<file path="config.mk">
export PLATFORM = sky130hd
export DESIGN_NAME = oa222_stim_drv
export DESIGN_NICKNAME = d
export VERILOG_FILES = /design/src/rtl/oa222_stim_drv.sv
export SDC_FILE = /design/constraint.sdc
export NUM_CORES = 1
export LEC_CHECK = 0
export ABC_CLOCK_PERIOD_IN_PS = 4100
export CAP_MARGIN = 10
export CORE_ASPECT_RATIO = 0.7
export CORE_MARGIN = 3
export CORE_UTILIZATION = 60
export CTS_CLUSTER_DIAMETER = 100
export CTS_CLUSTER_SIZE = 24
export DETAILED_ROUTE_END_ITERATION = 10
export PLACE_DENSITY_LB_ADDON = 0.05
export SKIP_LAST_GASP = 1
export SLEW_MARGIN = 10
export SYNTH_ARGS = -nofsm -noshare
export SYNTH_HDL_FRONTEND = slang
export SYNTH_SLANG_ARGS = --single-unit
</file>
<file path="constraint.sdc">
create_clock -name CLK -period 4.1 [get_ports CLK]
set_input_delay 0.82 -clock CLK [delete_from_list [all_inputs] [get_ports CLK]]
set_output_delay 0.82 -clock CLK [all_outputs]
set_load 0.1 [all_outputs]
</file>
<file path="src/rtl/oa222_stim_drv.sv">
// oa222_stim_drv: registered stimulus driver and response checker for one OA222 cell.
// Drives the cell inputs from an exhaustive counter or a 6-bit LFSR, holding each vector
// for HOLD cycles. Q is sampled on the last cycle of every hold window, where Q transitions
// and mismatches against (IN1|IN2)&(IN3|IN4)&(IN5|IN6) are counted.
//
// Ports:
//   CLK            clock, all state changes on the rising edge
//   RST            synchronous active-high reset
//   START          begins a run when sampled in IDLE, ignored otherwise
//   MODE           sampled with START: 0 = counter vectors, 1 = LFSR vectors
//   IN1..IN6       registered cell inputs (vector bit0 -> IN1 ... bit5 -> IN6), 0 outside RUN
//   Q_IN           output of the cell under test
//   BUSY           high while a run is in progress
//   DONE           single-cycle pulse on the cycle after the last sample
//   TOGGLES        saturating count of Q transitions between successive samples
//   MISMATCH       saturating count of samples where Q differs from the OA222 equation

module oa222_stim_drv #(
  parameter int unsigned NVEC = 64,       // vectors per run, 1..65535
  parameter int unsigned HOLD = 2,        // cycles per vector, 1..255
  parameter logic [5:0]  SEED = 6'h2B     // LFSR start value, 0 is replaced by 1
) (
  input  logic        CLK,
  input  logic        RST,
  input  logic        START,
  input  logic        MODE,
  output logic        IN1,
  output logic        IN2,
  output logic        IN3,
  output logic        IN4,
  output logic        IN5,
  output logic        IN6,
  input  logic        Q_IN,
  output logic        BUSY,
  output logic        DONE,
  output logic [15:0] TOGGLES,
  output logic [15:0] MISMATCH
);

  typedef enum logic [1:0] {
    S_IDLE = 2'd0,
    S_RUN  = 2'd1,
    S_FIN  = 2'd2
  } state_t;

  // An all-zero LFSR would lock up, so a zero seed starts from 1 instead.
  localparam logic [5:0]  SEED_EFF  = (SEED == 6'h00) ? 6'h01 : SEED;
  localparam logic [15:0] LAST_VEC  = 16'(NVEC - 1);
  localparam logic [7:0]  LAST_HOLD = 8'(HOLD - 1);

  state_t      r_state;
  logic        r_mode;
  logic [5:0]  r_vec;      // vector currently driven on IN1..IN6; zero outside RUN
  logic [15:0] r_vcnt;     // index of the vector being driven
  logic [7:0]  r_hcnt;     // cycles spent on the current vector
  logic        r_prev_q;   // Q at the previous sample point
  logic        r_busy;
  logic        r_done;
  logic [15:0] r_toggles;
  logic [15:0] r_mismatch;

  logic        w_sample;
  logic        w_last;
  logic        w_expected;
  logic [5:0]  w_vec_next;

  // Saturating increment shared by both activity counters.
  function automatic logic [15:0] sat_inc(input logic [15:0] v);
    return (v == 16'hFFFF) ? v : v + 16'd1;
  endfunction

  // Sample on the final cycle of each hold window.
  assign w_sample   = (r_state == S_RUN) && (r_hcnt == LAST_HOLD);
  assign w_last     = (r_vcnt == LAST_VEC);

  // Reference is taken from the registered vector, i.e. exactly what the cell sees.
  assign w_expected = (r_vec[0] | r_vec[1]) & (r_vec[2] | r_vec[3]) & (r_vec[4] | r_vec[5]);

  // Counter mode: r_vec tracks vcnt[5:0], so a 6-bit increment gives the mod-64 wrap.
  // LFSR mode: Fibonacci x^6+x^5+1, period 63.
  assign w_vec_next = r_mode ? {r_vec[4:0], r_vec[5] ^ r_vec[4]} : r_vec + 6'd1;

  always_ff @(posedge CLK) begin
    if (RST) begin
      r_state    <= S_IDLE;
      r_mode     <= 1'b0;
      r_vec      <= 6'h00;
      r_vcnt     <= 16'd0;
      r_hcnt     <= 8'd0;
      r_prev_q   <= 1'b0;
      r_busy     <= 1'b0;
      r_done     <= 1'b0;
      r_toggles  <= 16'd0;
      r_mismatch <= 16'd0;
    end else begin
      case (r_state)
        S_IDLE: begin
          r_done <= 1'b0;
          if (START) begin
            r_state    <= S_RUN;
            r_busy     <= 1'b1;
            r_mode     <= MODE;
            r_vec      <= MODE ? SEED_EFF : 6'h00;
            r_vcnt     <= 16'd0;
            r_hcnt     <= 8'd0;
            r_prev_q   <= 1'b0;
            r_toggles  <= 16'd0;
            r_mismatch <= 16'd0;
          end
        end

        S_RUN: begin
          if (w_sample) begin
            if (Q_IN != w_expected) begin
              r_mismatch <= sat_inc(r_mismatch);
            end
            if (Q_IN != r_prev_q) begin
              r_toggles <= sat_inc(r_toggles);
            end
            r_prev_q <= Q_IN;
            r_hcnt   <= 8'd0;
            if (w_last) begin
              // Inputs return to zero together with the DONE pulse.
              r_state <= S_FIN;
              r_busy  <= 1'b0;
              r_done  <= 1'b1;
              r_vec   <= 6'h00;
            end else begin
              r_vcnt <= r_vcnt + 16'd1;
              r_vec  <= w_vec_next;
            end
          end else begin
            r_hcnt <= r_hcnt + 8'd1;
          end
        end

        S_FIN: begin
          // START here is dropped, not remembered for the IDLE cycle.
          r_state <= S_IDLE;
          r_done  <= 1'b0;
        end

        default: begin
          r_state <= S_IDLE;
          r_busy  <= 1'b0;
          r_done  <= 1'b0;
          r_vec   <= 6'h00;
        end
      endcase
    end
  end

  assign IN1      = r_vec[0];
  assign IN2      = r_vec[1];
  assign IN3      = r_vec[2];
  assign IN4      = r_vec[3];
  assign IN5      = r_vec[4];
  assign IN6      = r_vec[5];
  assign BUSY     = r_busy;
  assign DONE     = r_done;
  assign TOGGLES  = r_toggles;
  assign MISMATCH = r_mismatch;

endmodule

</file>
==> summary.md, run 1 <==
| Metric | Value |
|---|---|
| Worst Reg2Reg Path Length in Cells | 6 |
| First-pass GRT wire length | 14.3 mm |
| Ys flop type | dfxtp_1 |
| Switching pwr | 0.350 mW |
| FF-to-FF Start | r_state[0] |
| Non-filler cells, final | 551 |
| Crit. Startpoint | r_state[0] |
| RePlAce Congestion | 0.833 |
| TritonCTS clock tree | built |
| Vias in the first global route | 2985 |
| Peak VDD IR | 0.194 mV |
| CP Max Fanout | 18 |
| # fillers | 444 |
| Diode count | 0 |
| Largest delay contributor family on the critical path | simple AND/OR/NAND/NOR gates |
| Detailed Route WL | 8.29 mm |
| Detailed-route via count | 3376 |
| Worst-skew pair later-pin latency | 0.34 ns |
| Flop pwr share | 48.7% |
| Syn Nets | 450 |
| Initial Utilization | 64.3% |
| Cts-stage hold buffer count | 0 |
| Largest net degree at the start of global routing | 30 |
| Tcrit/Tclk final | 69.7% |
| CP Cell Sequence | or4b_1 -> o22a_1 -> or3b_1 -> nor3_1 -> xnor2_1 -> nor2_1 |
| Clk network pwr share | 41.1% |
| Hold_sp | MISMATCH[13] |
| Share of cells above drive strength 1 | 6.47% |
| Pre-Repair DR Iteration Count | 5 |
| Final setup violation count | 0 |
| Final Hold Vio Count | 0 |
| Total GRT Usage | 24.9% |
| Worst setup SP type | flop |
| Root Buffer | clkbuf_8 |
| Core area | 0.00545 mm2 |
| Top post-synthesis cells by area | dfxtp_1 39%, nor2_1 6.8%, a21oi_1 4.9%, o21ai_0 4.0%, xnor2_1 4.0% |
| Cell Rows | 22 |
| Post-synthesis async set-or-reset flop share | 0% |
| Flop2flop setup slack | 1.24 ns |
| Seq/Total Area, Yosys | 38.8% |
| I/O pins | 45 |
| Achievable Freq | 0.350 GHz |
| Drt wl/cell | 15.0 um |
| Post-synth EDFFs | 0 |
| Clock Sinks | 68 |
| TNS Setup | 0 ns |
| Nets@finish | 489 |
| Die height | 70.0 um |
| P per Cell Area | 334 mW/mm2 |
| Total overflow reported by the global router | 0 |
| Die width | 97.4 um |
| Synth area leader | dfxtp_1 |
| Final count of pins violating max slew | 0 |
| Synth Register Bits | 68 |
| Int Pwr | 1.05 mW |
| Cells after DPL | 537 |
| DRC violations left | 0 |
| Arr. time, crit path | 3.07 ns |
| Top cell type's share of synthesized area | 38.8% |
| Dpl hpwl | 5.84 mm |
| Setup CP Type | flop to flop |
| Synthesized area | 0.00351 mm2 |
| Clock Pin Slew Worst Setup and Hold Paths | 0.07 ns |
| RSZ-0062 raised after global routing | no |
| Die Area | 0.00681 mm2 |
| Hold EP | MISMATCH[13] |
| Status | complete, no violations |
| Post-CTS Resized | 0 |
| Tightest Pin Transition | 0.980 ns |
| Synth warnings | 0 |
| Initial antenna violation count | 0 |
| Num CTS Buffers | 9 |
| Comb power frac | 10.1% |
| Max-cap violations | 0 |
| Crit path buf inv count | 0 |
| Vias per inst | 6.13 |
| Static Leak | 1.36 nW |
| WP data required | 4.31 ns |
| CP endpoint kind | flop |
| Longest Clk Path Bufs | 2 |
| Top-count cell post-synth | dfxtp_1 |
| Fin Clk Skew | 0.00738 ns |
| CP max stage delay | 0.68 ns |
| Worst r2r dst | TOGGLES[13] |
| Area growth from synthesis to layout | 19.5% |
| Synth top cells by count | 68 x dfxtp_1, 64 x nor2_1, 34 x a21oi_1, 32 x nand2_1, 28 x o21ai_0 |
| Dpl cell area | 0.00398 mm2 |
| CTS HTree Levels | 3 |
| Fin crit period | 2.86 ns |
| Crit-path slowest cell | dfxtp_1 |
| Post-route ant nets | 0 |
| Fin area | 0.00419 mm2 |
| Slew Limit Headroom | 34.5% |
| PortBufs | 44 |
| Synth unique cells | 53 |
| Worst Hold Class | flop to flop |
| Syn_area_per_cell | 8.03 um2 |
| Sw Share | 25.0% |
| Syn Inst Count | 437 |
| First DRT Iteration DRCs | 195 |
| Postcts setup bufs | 0 |
| WHS Path Cells | 2 |
[flip-flops by register name, indices dropped and copies added (netlist names)]
| name | flops |
|---|---|
| r_vec | 6 |
| BUSY | 1 |
| r_state | 2 |
| r_hcnt | 8 |
| r_prev_q | 1 |
| MISMATCH | 16 |
| r_mode | 1 |
| DONE | 1 |
| TOGGLES | 16 |
| r_vcnt | 16 |
[cell type report]
class / instances / area [um2] / share of cell area, %
multi-input cells: 333 / 2000 / 47.7
clock buffers: 13 / 179 / 4.27
repair buffers: 48 / 470 / 11.2
inverters: 16 / 60.1 / 1.43
well taps: 72 / 90.1 / 2.15
clock inverters: 1 / 30.0 / 0.717
flip-flops and latches: 68 / 1360 / 32.5
[power by group through the flow]
stage | Sequential (mW) | Clock [mW] | Combinational (mW)
CTS | 0.680 | 0.585 | 0.141
floorplan | 0.720 | 0 | 0.0808
detailed placement | 0.696 | 0 | 0.140
global route | 0.682 | 0.612 | 0.154
global placement | 0.695 | 0 | 0.138
finish | 0.681 | 0.575 | 0.142
[tightest hold or removal path, cell delays in order (launching register included)]
cell and delay [ns]:
dfxtp_1 0.33, nand2_1 0.06, mux2i_1 0.05
[cells by family after synthesis]
group                      count (synthesis)  share of synthesized area [%]
and+or+nand+nor                          204                           30.9
muxes                                      5                           1.43
AOI/OAI and AO/OA                         94                           16.4
buffers and inverters                     36                           4.17
xor gates and xnor gates                  22                           5.49
DFF                                       68                           38.8
adders and majority gates                  8                           2.85
[cells in the final DEF, fill, tap and decap left out, types with 3 or more instances in the layout]
master and count:
buf_4 4, inv_1 16, dfxtp_1 68, xor2_1 6
and3_1 8, mux2i_1 5, ha_1 8, nand2_1 32
or4_1 4, clkbuf_8 13, nor3_1 10, xnor2_1 16
nand4_1 16, a21oi_1 34, nor2_1 64, and4_1 4
a22oi_1 6, o211ai_1 5, o21ai_0 28, clkdlybuf4s50_1 44
nor4_1 8, nand3_1 18, nor3_2 4, a31o_2 3
nor3b_1 4, or3_1 16
[metrics by stage]
step                      util [%]  hold WS, ns  power [mW]  worst slack [ns]
final                         76.9        0.489        1.40              1.24
after floorplan                  -        0.453       0.801              1.40
after detailed placement      73.0        0.473       0.836              1.01
after global placement        73.0        0.465       0.833              1.08
after global routing          76.9        0.519        1.45              1.09
after CTS                     76.9        0.489        1.41              1.25
[per-layer routing]
layer | GRT usage [%] | vias to the layer above | wire length, um
met5 | 0 | - | 0
met4 | 7.68 | 0 | 117
met3 | 4.69 | 15 | 540
met2 | 38.2 | 115 | 3740
met1 | 35.6 | 1577 | 3890
li1 | - | 1669 | -
[how the worst max path moves through the flow]
stage              endpoint  slack [ns]  cells past startpoint
5_1_grt         TOGGLES[13]        1.09                      6
2_1_floorplan  MISMATCH[10]        1.40                      8
4_1_cts         TOGGLES[13]        1.25                      6
6_report        TOGGLES[13]        1.24                      6
3_5_place_dp    TOGGLES[11]        1.01                      7
3_3_place_gp    TOGGLES[11]        1.08                      7
(Power assumes the default switching activity.)
==> inputs of run 2 (changes only) <==
--- a/config.mk
+++ b/config.mk
@@ -5,11 +5,11 @@
 export SDC_FILE = /design/constraint.sdc
 export NUM_CORES = 1
 export LEC_CHECK = 0
-export ABC_CLOCK_PERIOD_IN_PS = 4100
+export ABC_CLOCK_PERIOD_IN_PS = 2600
 export CAP_MARGIN = 10
 export CORE_ASPECT_RATIO = 0.7
 export CORE_MARGIN = 3
-export CORE_UTILIZATION = 60
+export CORE_UTILIZATION = 50
 export CTS_CLUSTER_DIAMETER = 100
 export CTS_CLUSTER_SIZE = 24
 export DETAILED_ROUTE_END_ITERATION = 10
==> constraint.sdc (replaced) <==
create_clock -name CLK -period 2.6 [get_ports CLK]
set_input_delay 0.52 -clock CLK [delete_from_list [all_inputs] [get_ports CLK]]
set_output_delay 0.52 -clock CLK [all_outputs]
set_load 0.1 [all_outputs]
==> run 2 against run 1 <==
  * Largest power group unchanged
  * First-iteration DRC count up 34%
  * Fmax up 16%
  * Final cell count rose by 6.7%
  * Sequential power grew 57%
  * Critical path type unchanged
  * Design area increased by 0.84%
  * Clock power rose by 44%
  * Register-to-register slack got worse by 1.1 ns
  * Wire length up 2.8%
  * Power is 53% higher
  * Global-route usage decreased by 3.3 points
  * Via count decreased by 1.1%
  * Clock-buffer cell count did not move
==> summary.md, run 2 (synthesis results as in run 1) <==
| Metric | Value |
|---|---|
| Status | complete, no violations |
| Clock Sinks | 68 (unchanged) |
| Crit-path slowest cell | or4b_4 |
| Detailed Route WL | 8.52 mm (+2.8%) |
| Met2 Use GR | 31.9% (-6.3 points) |
| Detailed-route via count | 3340 (-1.1%) |
| Largest net degree at the start of global routing | 29 (-3.3%) |
| DRC violations left | 0 (unchanged) |
| GRT met3 Usage | 6.35% (+1.7 points) |
| Worst Hold Class | flop to flop |
| WHS Path Cells | 2 (unchanged) |
| Die Area | 0.00807 mm2 (+18%) |
| Drt wl/cell | 14.5 um (-3.7%) |
| CTS HTree Levels | 3 (unchanged) |
| CP endpoint kind | flop |
| TNS Setup | 0 ns (unchanged) |
| RSZ-0062 raised after global routing | no |
| Initial Utilization | 53.8% (-11 points) |
| Setup CP Type | flop to flop |
| Tcrit/Tclk final | 94.8% (+25 points) |
| Final count of pins violating max slew | 0 (unchanged) |
| Final Hold Vio Count | 0 (unchanged) |
| Max-cap violations | 0 (unchanged) |
| Num CTS Buffers | 9 (unchanged) |
| Non-filler cells, final | 588 (+6.7%) |
| PortBufs | 44 (unchanged) |
| Most common cell after layout, fill and taps aside | nor2_1 |
| Initial antenna violation count | 0 (unchanged) |
| Share of cells above drive strength 1 | 19.5% (+13 points) |
| WP data required | 2.88 ns (-1.43 ns) |
| Total GRT Usage | 21.7% (-3.3 points) |
| Diode count | 0 (unchanged) |
| Die height | 76.1 um (+8.7%) |
| FF-to-FF Start | r_hcnt[1] |
| Arr. time, crit path | 2.74 ns (-0.33 ns) |
| RePlAce Congestion | 0.837 (+0.50%) |
| Nets@finish | 505 (+3.3%) |
| Root Buffer | clkbuf_8 |
| Largest delay contributor family on the critical path | simple AND/OR/NAND/NOR gates |
| Die width | 106 um (+9.0%) |
| Hold_sp | MISMATCH[13] |
| Longest Clk Path Bufs | 2 (unchanged) |
| Vias in the first global route | 3039 (+1.8%) |
| Commonest non-fill, non-tap cells in the layout | 64 x nor2_1, 60 x buf_4, 59 x dfxtp_1, 34 x a21oi_1, 32 x nand2_1 |
| Fin Clk Skew | 0.00709 ns (-0.000293 ns) |
| Vias per inst | 5.68 (-7.3%) |
| Final setup violation count | 0 (unchanged) |
| Most used routing layer | met2 |
| Tot Pwr | 2.14 mW (+53%) |
| Worst-skew pair later-pin latency | 0.34 ns (about the same) |
| Hold EP | MISMATCH[13] |
| Static Leak | 1.51 nW (+11%) |
| Total overflow reported by the global router | 0 (unchanged) |
| First DRT Iteration DRCs | 261 (+34%) |
| CP Cell Sequence | inv_1 -> ha_1 -> or4b_4 -> o22a_1 -> or3b_1 -> buf_4 -> or3_1 -> a21oi_1 |
| Crit path buf inv count | 2 (+2) |
| # fillers | 587 (+32%) |
| Area growth from synthesis to layout | 20.5% |
| Flop2flop setup slack | 0.14 ns (-1.11 ns) |
| Worst Reg2Reg Path Length in Cells | 8 (+2) |
| Tightest Pin Transition | 0.688 ns (-0.292 ns) |
| Slew Limit Headroom | 53.7% (+19 points) |
| Met1 GRT Util | 31.7% (-4.0 points) |
| CP max stage delay | 0.49 ns (-0.19 ns) |
| Pre-Repair DR Iteration Count | 4 (-1) |
| TritonCTS clock tree | built |
| Worst setup SP type | flop |
| CP Max Fanout | 15 (-3) |
| P per Cell Area | 507 mW/mm2 (+52%) |
| Clock Pin Slew Worst Setup and Hold Paths | 0.07 ns (about the same) |
| Dpl hpwl | 6.30 mm (+7.8%) |
| I/O pins | 45 (unchanged) |
| Cts-stage hold buffer count | 0 (unchanged) |
| Cell Rows | 24 (+9.1%) |
| First-pass GRT wire length | 14.4 mm (+1.2%) |
| Core area | 0.00652 mm2 (+20%) |
| Worst r2r dst | TOGGLES[4] |
| Fin crit period | 2.46 ns (-0.395 ns) |
| Post-route ant nets | 0 (unchanged) |
| Achievable Freq | 0.406 GHz (+16%) |
| Peak VDD IR | 0.249 mV (+29%) |
| Cells after DPL | 572 (+6.5%) |
-- run 2: through the flow --
stage,worst slack (ns),util (%),cell area (um2),hold WS [ns]
after floorplan,0.0143,-,3520,0.453
after global placement,0.0863,61.9,4040,0.463
after CTS,0.0924,64.8,4220,0.486
final,0.136,64.8,4230,0.481
after detailed placement,0.0351,61.9,4040,0.468
after global routing,0.0126,64.8,4230,0.511
-- run 2: where the power goes --
group	switching, mW	leakage (nW)	internal [mW]	total (mW)
logic	0.171	0.869	0.0739	0.245
clock network	0.405	0.0917	0.423	0.828
registers	0.0149	0.553	1.05	1.07
total	0.591	1.51	1.55	2.14
-- run 2: area by class of cell --
| cell class | count | area [um2] | share of cell area, % |
|---|---|---|---|
| Timing Repair Buffer | 64 | 490 | 11.6 |
| Clock inverter | 3 | 20.0 | 0.474 |
| Multi-Input combinational cell | 333 | 2000 | 47.3 |
| Sequential cell | 68 | 1370 | 32.5 |
| Tap cell | 91 | 114 | 2.69 |
| Inverter | 16 | 60.1 | 1.42 |
| Clock buffer | 13 | 169 | 4.00 |
-- run 2: routing by layer --
| layer | up-vias | share of wire (%) |
|---|---|---|
| met5 | - | 0 |
| met4 | 0 | 0.80 |
| met3 | 6 | 4.6 |
| met2 | 72 | 43 |
| met1 | 1572 | 52 |
| li1 | 1690 | - |
-- run 2: what timing repair did --
action                                 CTS  global route
buffers inserted                         0             0
setup endpoints to repair                0             3
resized for setup                        0             1
endpoints found under the hold margin    0             0
-- run 2: worst reg2reg max path: stages (launching register included) --
cell and delay [ns]:
dfxtp_1 0.34, inv_1 0.06, ha_1 0.14, or4b_4 0.49, o22a_1 0.25, or3b_1 0.41, buf_4 0.21, or3_1 0.36
a21oi_1 0.14
-- run 2: how the worst max path moves through the flow --
| stage | startpoint | end | slack [ns] | depth (start not counted) |
|---|---|---|---|---|
| 2_1_floorplan | MISMATCH[1] | MISMATCH[11] | 0.01 | 8 |
| 6_report | r_hcnt[1] | TOGGLES[4] | 0.14 | 8 |
| 4_1_cts | r_hcnt[0] | TOGGLES[9] | 0.09 | 8 |
| 3_3_place_gp | START | TOGGLES[13] | 0.09 | 8 |
| 5_1_grt | r_hcnt[1] | TOGGLES[15] | 0.01 | 9 |
| 3_5_place_dp | START | TOGGLES[9] | 0.04 | 8 |
